===== config.mk =====
export PLATFORM = sky130hd
export DESIGN_NAME = mod10_counter
export DESIGN_NICKNAME = d
export VERILOG_FILES = /design/src/rtl/mod10_counter.sv
export SDC_FILE = /design/constraint.sdc
export NUM_CORES = 1
export LEC_CHECK = 0
export CAP_MARGIN = 20
export CORE_AREA = 2 2 39 41
export CTS_CLUSTER_SIZE = 28
export DETAILED_ROUTE_END_ITERATION = 8
export DIE_AREA = 0 0 41 43
export GPL_TIMING_DRIVEN = 0
export HOLD_SLACK_MARGIN = 0.05
export PLACE_DENSITY = 0.39
export SLEW_MARGIN = 0
export SYNTH_ARGS = -nofsm -noshare
export SYNTH_HDL_FRONTEND = slang
export SYNTH_SLANG_ARGS = --single-unit

===== constraint.sdc =====
create_clock -name clk -period 1.41 [get_ports clk]
set_input_delay 0.2115 -clock clk [delete_from_list [all_inputs] [get_ports clk]]
set_output_delay 0.2115 -clock clk [all_outputs]
set_load 0.02 [all_outputs]

===== src/rtl/mod10_counter.sv =====
// Free-running modulo-MODULUS counter with asynchronous active-low reset.
// tc flags the last count and is meant to enable the next cascaded stage.
module mod10_counter #(
  parameter int unsigned MODULUS = 10,
  parameter int unsigned WIDTH   = 4
) (
  input  logic             clk,
  input  logic             rst,
  output logic [WIDTH-1:0] Q,
  output logic             tc
);

  localparam logic [WIDTH-1:0] LAST = WIDTH'(MODULUS - 1);

  if (MODULUS < 2 || MODULUS > 16 || (64'd1 << WIDTH) < 64'(MODULUS)) begin : g_bad_param
    $error("mod10_counter: MODULUS must be 2..16 and fit in WIDTH bits");
  end

  logic [WIDTH-1:0] q_q;
  logic [WIDTH-1:0] q_d;

  // The >= compare folds the wrap and illegal-state recovery into one path.
  always_comb begin
    q_d = q_q + WIDTH'(1);
    if (q_q >= LAST) begin
      q_d = '0;
    end
  end

  always_ff @(posedge clk or negedge rst) begin
    if (!rst) begin
      q_q <= '0;
    end else begin
      q_q <= q_d;
    end
  end

  assign Q  = q_q;
  assign tc = (q_q == LAST);

endmodule


Yosys cells after proc, flatten, opt, wreduce, memory -nomap -nowiden
Cells that the tools add are included.

Logic and storage cells: 5. Output and inout bits: 5. Bits of input ports: 2. Register bits after elaboration: 4.

Equality and inequality tests: 1. Add/sub/neg operators: 1. Order comparisons: 1. Mux-type cells: 1.

Operators by type and width (number): adder 4 x 1 -> 4 bit (second input constant) (1); equality test 4 bit (second input constant) (1); >= comparator 4 bit (second input constant) (1); two-way mux 4 bit (1).

Depth between registers and ports, before layout
Gate-level depths: netlist of the first run.

Depth in word-level cells: 2. Mapped depth: 4. Mapped depth without buffers: 4.

Worst setup path before layout of the first run
OpenSTA, ideal clock, no wires.

Path type: register to register. Start point: register q_q[1], in the netlist Q[1]. End point: register q_q[0], in the netlist Q[0]. Data arrival time: 1287 ps. Setup slack: 43 ps. Setup time: 80 ps. Cell stages (with the launch flop): 5. Buffers on the path: 0. Period minus slack after synthesis: 1367 ps. Required time: 1330 ps. Path through: dfrtp_1 inv_1 ha_1 or3b_4 a21oi_1.

Cells in the longest elaborated chain, start to end: 2.

Ends and longest elaborated chain: from (decl) (line 19) `logic [WIDTH-1:0] q_q;`; from (signal assigned) (line 34) `q_q <= q_d;`; >= comparator 4 bit (line 25) `if (q_q >= LAST) begin`; two-way mux 4 bit (line 25); via q_d[0] (line 20) `logic [WIDTH-1:0] q_d;`.

The timed path passes the listed nets, and every way through them passes these cells.

Final worst setup path of the first run
Start point: register q_q[1], in the netlist Q[1]. End point: output port tc.

Cells in the longest elaborated chain, start to end: 1.

Ends and longest elaborated chain: equality test 4 bit (line 39) `assign tc = (q_q == LAST);`; to (decl) (line 10) `output logic tc`.

No other way between the ends.

==> results of run 1 <==
==> report_power, final <==
part | switching [uW] | internal, uW | leakage [uW]
sequential | 0 | 115 | 0.0000462
clock | 43.9 | 95.0 | 0.0000138
combinational | 2.10 | 2.46 | 0.0000982
==> cells in the mapped netlist <==
master,number
a21oi_1,1
nand3_1,1
a21boi_2,1
dfrtp_1,4
o22ai_1,1
mux2i_1,1
nand2_1,1
ha_1,3
nor2_1,1
or3b_4,1
inv_1,3
xnor2_1,1
==> layout by cell type, fill, tap and decap left out <==
master and n:
mux2i_1 1, nand3_1 1, nand2_1 1, clkbuf_4 3, dfrtp_1 3, o22ai_1 1, or3b_4 1, dfrtp_2 1
inv_1 2, a21boi_2 1, clkdlybuf4s50_1 1, xnor2_1 1, ha_4 1, dlygate4sd2_1 4, buf_4 3, ha_1 2
nor2_1 1, a21oi_1 1, inv_2 1
==> area by class of cell <==
class,instances,share of cell area [%]
multi-input combinational,12,34.1
sequential,4,30.0
timing repair buffer,8,20.0
clock buffer,3,6.67
tap,16,5.93
inverter,3,3.33
==> metrics by stage <==
step	instance area (um^2)	utilization [%]	std cells	hold slack [ps]	power, uW
after global routing	338	24.4	46	191	275
after CTS	309	22.3	44	182	267
after detailed placement	294	21.2	41	433	122
final	338	24.4	46	184	259
after global placement	294	21.2	41	427	122
after floorplan	214	-	19	-84.1	117
==> repair_timing <==
item	CTS	global route
setup endpoints to repair	5	1
pin swaps	0	1
buffers inserted	0	2
resized for setup	9	4
==> worst max path at each step <==
stage               slack (ps)  endpoint
floorplan                   40      Q[0]
global placement          -180        tc
detailed placement        -200        tc
CTS                          1        tc
global route                 8        tc
finish                      70        tc
==> worst max-delay path, cell delays in order, from the launching register on <==
cell     delay [ps]
dfrtp_1         390
inv_2            80
ha_4            120
nand2_1          40
nor2_1          110
buf_4           150
==> per-layer routing <==
metal,GRT usage [%],wire [um]
met5,0,0
met4,6.00,0
met3,3.14,51
met2,7.50,157
met1,6.51,184
==> kinds of logic (layout without fill, tap and decap cells) <==
group | after synthesis | count (layout) | synth area share (%)
buffers and inverters | 3 | 14 | 5.26
XOR/XNOR | 1 | 1 | 4.09
multiplexers | 1 | 1 | 4.68
AO/OA/AOI/OAI | 3 | 3 | 10.5
flip-flops | 4 | 4 | 46.8
AND/OR/NAND/NOR | 4 | 4 | 11.1
adder cells (fa/ha/maj) | 3 | 3 | 17.5
==> impl_metrics.py, run 1 <==
metrics = {
    "run_status": {
        "status": "finished clean",
    },
    "power": {
        "power.leakage_uw": 0.000158,
        "ir_worst_vdd_uv": 299,
        "power_density_mw_per_mm2": 766,
    },
    "global_route": {
        "grt_pass1_wl_um": 662,
        "overflow": 0,
        "first_global_vias": 172,
        "antenna_found_initial": 0,
        "grt_start_max_net_pins": 7,
        "track_usage_pct": 5.95,
    },
    "yosys": {
        "syn_area_per_cell_um2": 11.3,
        "ys_ff_latch": 4,
        "synth.distinct_cells": 12,
        "yosys.area.top_type": "dfrtp_1",
        "ys_warn_count": 0,
        "synth.area.top_cells": "dfrtp_1, ha_1, a21boi_2",
        "syn_area_um2": 214,
        "yosys.area.top_type_share_pct": 46.8,
        "syn_inst": 19,
        "synth_nets": 24,
        "yosysSeqAreaShare_pct": 46.8,
    },
    "timing": {
        "setup_viol": 0,
        "timing.fmax_mhz": 748,
        "finClkSkew_ps": 1.92,
        "rsz0062_at_grt": "false",
        "fin_setup_tns_ps": 0,
        "slew_headroom_pct": 85.3,
        "worst_slew_pin_slew_ps": 220,
        "layout_setup_ws_ps": 72.6,
        "hold_violations": 0,
        "slew_viol_final": 0,
        "finalCritPeriodShare_pct": 94.8,
        "fin_crit_ps": 1340,
    },
    "worst_setup_path": {
        "crit_type": "reg2out",
        "cp.arrival_ps": 1130,
        "path_max_fanout": 3,
        "cp.required_ps": 1200,
        "r2r_slack_ps": 90,
        "worstRegToRegCells": 5,
        "start_kind": "flip-flop",
        "r2r-start": "Q[1]",
        "endpoint_kind": "output port",
        "r2r_end": "Q[0]",
        "startpoint": "Q[1]",
    },
    "floorplanning": {
        "initial_core_util_pct": 15.5,
        "die_x_um": 41,
        "fp.dieArea_mm2": 0.00176,
        "std_cell_rows": 14,
        "core-area_mm2": 0.00138,
        "pin_count": 7,
        "die_h_um": 43,
    },
    "routing": {
        "ant_nets": 0,
        "drt-initial-drc-count": 0,
        "wl_per_cell_um": 8.54,
        "drtPass1Iterations": 1,
        "drc": 0,
        "wirelength_um": 393,
        "vias": 162,
        "vias_per_cell": 3.52,
    },
    "finish": {
        "drive_above_1_share_pct": 36.7,
        "syn_to_final_growth_pct": 57.9,
        "multiInputGateArea_um2": 115,
        "diodes": 0,
        "largest_reg_flops": 4,
        "regArea_um2": 101,
        "fillers": 159,
        "fin_nets": 37,
    },
    "clocking": {
        "cts_tree": "done",
        "cts_buffer_depth": 2,
        "clockRootBuffer": "clkbuf_4",
        "htreeDepth": 1,
        "clk_latency_ps": 230,
        "clk_pin_slew_ps": 40,
        "cts_made_buffers": 3,
        "clkSinkCount": 4,
        "cts_hold_buf": 0,
    },
    "placed_design": {
        "place_ws_ps": -199,
        "gp_congestion": 0.587,
        "portBuffers": 6,
    },
    "worst_hold_path": {
        "worstHoldPathType": "in2async",
    },
    "run": {
        "cap_viol_max_count": 0,
    },
}
Note: power is estimated with default switching activity, not from simulation.
==> run 2, diff against run 1 <==
- CORE_AREA: 2 2 39 41 -> 8 8 45 47
- DIE_AREA: 0 0 41 43 -> 0 0 53 55
==> impl_metrics.py, run 2 (same netlist as run 1, synthesis figures left out) <==
metrics = {
    "finish": {
        "fin_area_um2": 325,
        "fin_nets": 37,
        "largest_reg_flops": 4,
        "drive_above_1_share_pct": 30.0,
        "fillers": 153,
        "syn_to_final_growth_pct": 52.0,
        "final_common_cell": "dlygate4sd2_1",
        "diodes": 0,
    },
    "clocking": {
        "cts_tree": "done",
        "cts_made_buffers": 3,
        "htreeDepth": 1,
        "clockRootBuffer": "clkbuf_4",
        "clk_pin_slew_ps": 40,
        "cts_buffer_depth": 2,
        "clk_latency_ps": 230,
        "clkSinkCount": 4,
    },
    "global_route": {
        "grt_start_max_net_pins": 7,
        "use_met2_pct": 4.88,
        "antenna_found_initial": 0,
        "grt_pass1_wl_um": 703,
        "track_usage_pct": 3.67,
        "grt-busiest-layer": "met4",
        "use_met3_pct": 2.67,
        "overflow": 0,
        "first_global_vias": 183,
        "use_met1_pct": 3.05,
    },
    "worst_setup_path": {
        "crit_type": "reg2out",
        "r2r-start": "Q[0]",
        "path_max_fanout": 3,
        "worstRegToRegCells": 3,
        "r2r_end": "Q[2]",
        "endpoint_kind": "output port",
        "start_kind": "flip-flop",
        "cp-endpoint": "tc",
        "cp.required_ps": 1200,
        "r2r_slack_ps": 80,
        "cp.arrival_ps": 1150,
        "startpoint": "Q[1]",
    },
    "placed_design": {
        "portBuffers": 6,
        "place_ws_ps": -216,
        "post_dp_cell_area_um2": 294,
        "gp_congestion": 0.602,
    },
    "routing": {
        "wl_per_cell_um": 9.76,
        "drtPass1Iterations": 2,
        "vias": 166,
        "vias_per_cell": 3.61,
        "wirelength_um": 449,
        "drc": 0,
        "drt-initial-drc-count": 3,
        "ant_nets": 0,
    },
    "timing": {
        "rsz0062_at_grt": "true",
        "hold_violations": 0,
        "setup_viol": 0,
        "finalCritPeriodShare_pct": 96.5,
        "worst_slew_pin_slew_ps": 212,
        "fin_crit_ps": 1360,
        "slew_headroom_pct": 85.8,
        "finClkSkew_ps": 1.90,
        "slew_viol_final": 0,
        "layout_setup_ws_ps": 49.8,
        "timing.fmax_mhz": 735,
    },
    "floorplanning": {
        "die_x_um": 53,
        "die_h_um": 55,
        "core-area_mm2": 0.00138,
        "std_cell_rows": 14,
        "initial_core_util_pct": 15.5,
        "fp.dieArea_mm2": 0.00292,
        "pin_count": 7,
    },
    "power": {
        "ir_worst_vdd_uv": 300,
        "intPower_uw": 213,
        "swShare_pct": 17.4,
        "p_comb_share_pct": 1.7,
        "power.leakage_uw": 0.000158,
        "power_switching_uw": 44.8,
        "power_density_mw_per_mm2": 792,
        "p_clk_share_pct": 53.5,
        "seqPwrFrac_pct": 44.8,
    },
    "run_status": {
        "status": "finished clean",
    },
    "run": {
        "cap_viol_max_count": 0,
    },
    "worst_hold_path": {
        "worstHoldPathType": "in2async",
    },
}
==> run 2: layout make-up <==
class / instances / area, um^2 / area share, %
Clock buffer: 3 / 22.5 / 6.92
Inverter: 3 / 11.3 / 3.46
Multi-Input combinational cell: 12 / 103 / 31.5
Sequential cell: 4 / 101 / 31.2
Tap cell: 16 / 20.0 / 6.15
Timing Repair Buffer: 8 / 67.6 / 20.8
==> run 2: critical path: stages (launching register included) <==
cell     delay [ps]
dfrtp_1         390
inv_1            80
ha_1            160
nand2_1          50
nor2_1           90
buf_4           150
==> run 2: repair_timing <==
item                                    CTS  global route
endpoints found under the setup margin    5             3
hold buffers                              0             0
setup buffers                             0             2
gates cloned                              0             0
resized for setup                         9             1
==> run 2: how the worst min path moves through the flow <==
| stage | startpoint | endpoint | slack (ps) | cells past startpoint |
|---|---|---|---|---|
| after floorplan | rst | Q[0] | -80 | 0 |
| after global placement | rst | Q[0] | 430 | 1 |
| after detailed placement | rst | Q[2] | 430 | 1 |
| after CTS | rst | Q[0] | 180 | 1 |
| after global routing | rst | Q[1] | 180 | 1 |
| final | rst | Q[1] | 180 | 1 |
==> run 2: routing by layer <==
metal	part of all wire, %	wire, um	vias to the layer above
li1	-	-	86
met1	45	204	73
met2	38	172	7
met3	16	71	0
met4	0	0	0
met5	0	0	-
==> run 2: power groups by stage <==
stage	combinational (uW)	sequential [uW]	clock (uW)
after global placement	4.60	117	0
after floorplan	0.0000578	117	0
after global routing	5.01	115	158
final	4.43	115	138
after detailed placement	4.70	117	0
after CTS	4.70	115	147
==> run 2: metrics by stage <==
stage	instances	power [uW]	hold WS, ps	util [%]	TNS (ps)
2_1_floorplan	19	117	-84.1	-	0
3_3_place_gp	41	121	426	21.2	-188
3_5_place_dp	41	122	430	21.2	-216
4_1_cts	44	267	179	22.3	-7.51
5_1_grt	46	278	183	23.5	-24.9
6_report	46	258	179	23.5	0
==> variant: new RTL, flow settings as in run 2 <==
Reset style: synchronous (`rst`), changed in one clocked block. Comments in the files are not updated.
--- a/src/rtl/mod10_counter.sv
+++ b/src/rtl/mod10_counter.sv
@@ -29,3 +29,3 @@
 
-  always_ff @(posedge clk or negedge rst) begin
+  always_ff @(posedge clk) begin
     if (!rst) begin
Behaviour: differs if rst is asserted again (counterexample within 4 cycles, from zero or initial values and one cycle with rst low); with rst held inactive, the same outputs for 10 cycles.
==> variant against run 2 <==
- setup slack improved by 55 ps
- routed wire length increased by 3.1%
- sequential cell count unchanged
- synthesized cell count increased by 16%
- cell area decreased by 4.6%
- critical path depth unchanged
- register-to-register slack improved by 30 ps
- area after synthesis increased by 0.58%
- critical path type is now register to register
Power is not compared: it rests on default switching activity, and its combinational part moved more than twofold at a synthesized area within 25%.
==> variant: results (changes against run 2) <==
Outcome
  – Outcome: finished clean

Clocking
  – CTS root buffer: clkbuf_4
  – CTS H-tree depth: 1 (unchanged)
  – Clk Latency, worst-skew pair: 230 ps (about the same)

Final layout
  – Share of cells above drive strength 1: 22.58% (-7.4 points)
  – # diodes: 0 (unchanged)
  – Max FFs per register: 4 (unchanged)
  – Fin cells: 47 (+2.2%)
  – Layout Nets: 38 (+2.7%)

Setup path
  – Arr. time, crit path: 1460 ps (+310 ps)
  – Worst R2R Path Depth: 5 (+2)
  – R2R setup slack: 110 ps (+30 ps)
  – Worst r2r src: Q[1]
  – Worst setup path endpoint: Q[3]
  – CP max FO: 4 (+1)
  – Setup CP Type: register to register
  – Critical Path Sink Type: register

Global routing
  – All-layer global routing usage: 3.714% (+0.047 points)
  – Largest net degree at the start of global routing: 8 (+1)
  – Initial antenna violation count: 0 (unchanged)
  – Vias in the first global route: 190 (+3.8%)
  – First-pass GRT wire length: 765 um (+8.8%)

Yosys
  – Post-synth EDFFs: 0 (unchanged)
  – Seq/Total Area, Yosys: 37.21% (-9.6 points)
  – Post-synth net total: 27 (+13%)
  – Yosys warnings: 0 (unchanged)
  – Asr flop ratio synth: 0% (-100 points)
  – Unique cell type count in the Yosys netlist: 15 (+3)
  – Top post-synthesis cells by area: dfxtp_1, ha_1, nand2b_4
  – Synth Instances: 22 (+3)
  – Main synth FF type: dfxtp_1
  – Synth cell count leaders: dfxtp_1, ha_1, and3_1, inv_1

Drt
  – 1st-iter DRT viols: 2 (-1)
  – Final WL: 463 um (+3.1%)
  – Via density: 3.979 (+10%)

Placement
  – DP Worst Slack: -136.4 ps (+79.66 ps)
  – RePlAce Congestion: 0.6807 (+13%)
  – Placed cells: 44 (+7.3%)
  – DPL Wire Length: 380.4 um
  – Cell Area, Placed: 295.3 um2 (+0.43%)

Pwr
  – Peak VDD IR: 0.0003015 V

Timing
  – Period utilization: 92.55% (-3.9 points)
  – Worst-Margin Slew: 202.1 ps (-10.26 ps)
  – Clock Skews: 1.930 ps (+0.03102 ps)
  – Hold_ws: 528.3 ps (+349.0 ps)

Worst hold path
  – Hold Path Class: register to register
==> variant: critical path: stages, from the launching register on <==
cell,delay (ps)
dfxtp_2,340
inv_1,60
ha_1,190
nand2b_4,150
or3b_1,370
a21boi_1,130
==> variant: kinds of logic (layout without fill, tap and decap cells) <==
group	Yosys count	after routing	synth area share, %
and+or+nand+nor	9	9	30.23
AOI/OAI and AO/OA	4	4	11.63
DFF	4	4	37.21
adders and majority gates	3	3	17.44
buffers and inverters	2	11	3.490
==> variant: how the worst min path moves through the flow <==
stage	cells after the start	end
after floorplan	1	Q[2]
after global placement	2	Q[3]
after detailed placement	2	Q[3]
after CTS	2	Q[3]
after global routing	2	Q[3]
final	2	Q[3]
==> variant: timing repair <==
| action | 4_1_cts | 5_1_grt |
|---|---|---|
| buffers inserted | 0 | 0 |
| endpoints found under the setup margin | 5 | 0 |
| resized for setup | 10 | 0 |
==> variant: power by group through the flow <==
stage | registers, mW | clock network (mW) | logic (mW)
6_report | 0.131 | 0.134 | 0.0541
5_1_grt | 0.132 | 0.146 | 0.0606
4_1_cts | 0.131 | 0.145 | 0.0551
3_5_place_dp | 0.132 | 0 | 0.0597
3_3_place_gp | 0.132 | 0 | 0.0589
2_1_floorplan | 0.139 | 0 | 0.0271
==> variant: layout make-up <==
type	count	area, um2
Tap cell	16	20.02
Sequential cell	4	82.58
Clock buffer	3	22.52
Timing Repair Buffer	6	50.05
Inverter	2	7.507
Multi-Input combinational cell	16	127.6
Fill cell	157	1074
==> variant: per-layer routing <==
| metal | part of all wire (%) | up-vias | track usage, % |
|---|---|---|---|
| met4 | 0 | 0 | 3.879 |
| li1 | - | 94 | - |
| met2 | 45 | 5 | 5.469 |
| met3 | 11 | 0 | 2.139 |
| met5 | 0 | - | 0 |
| met1 | 44 | 88 | 3.490 |
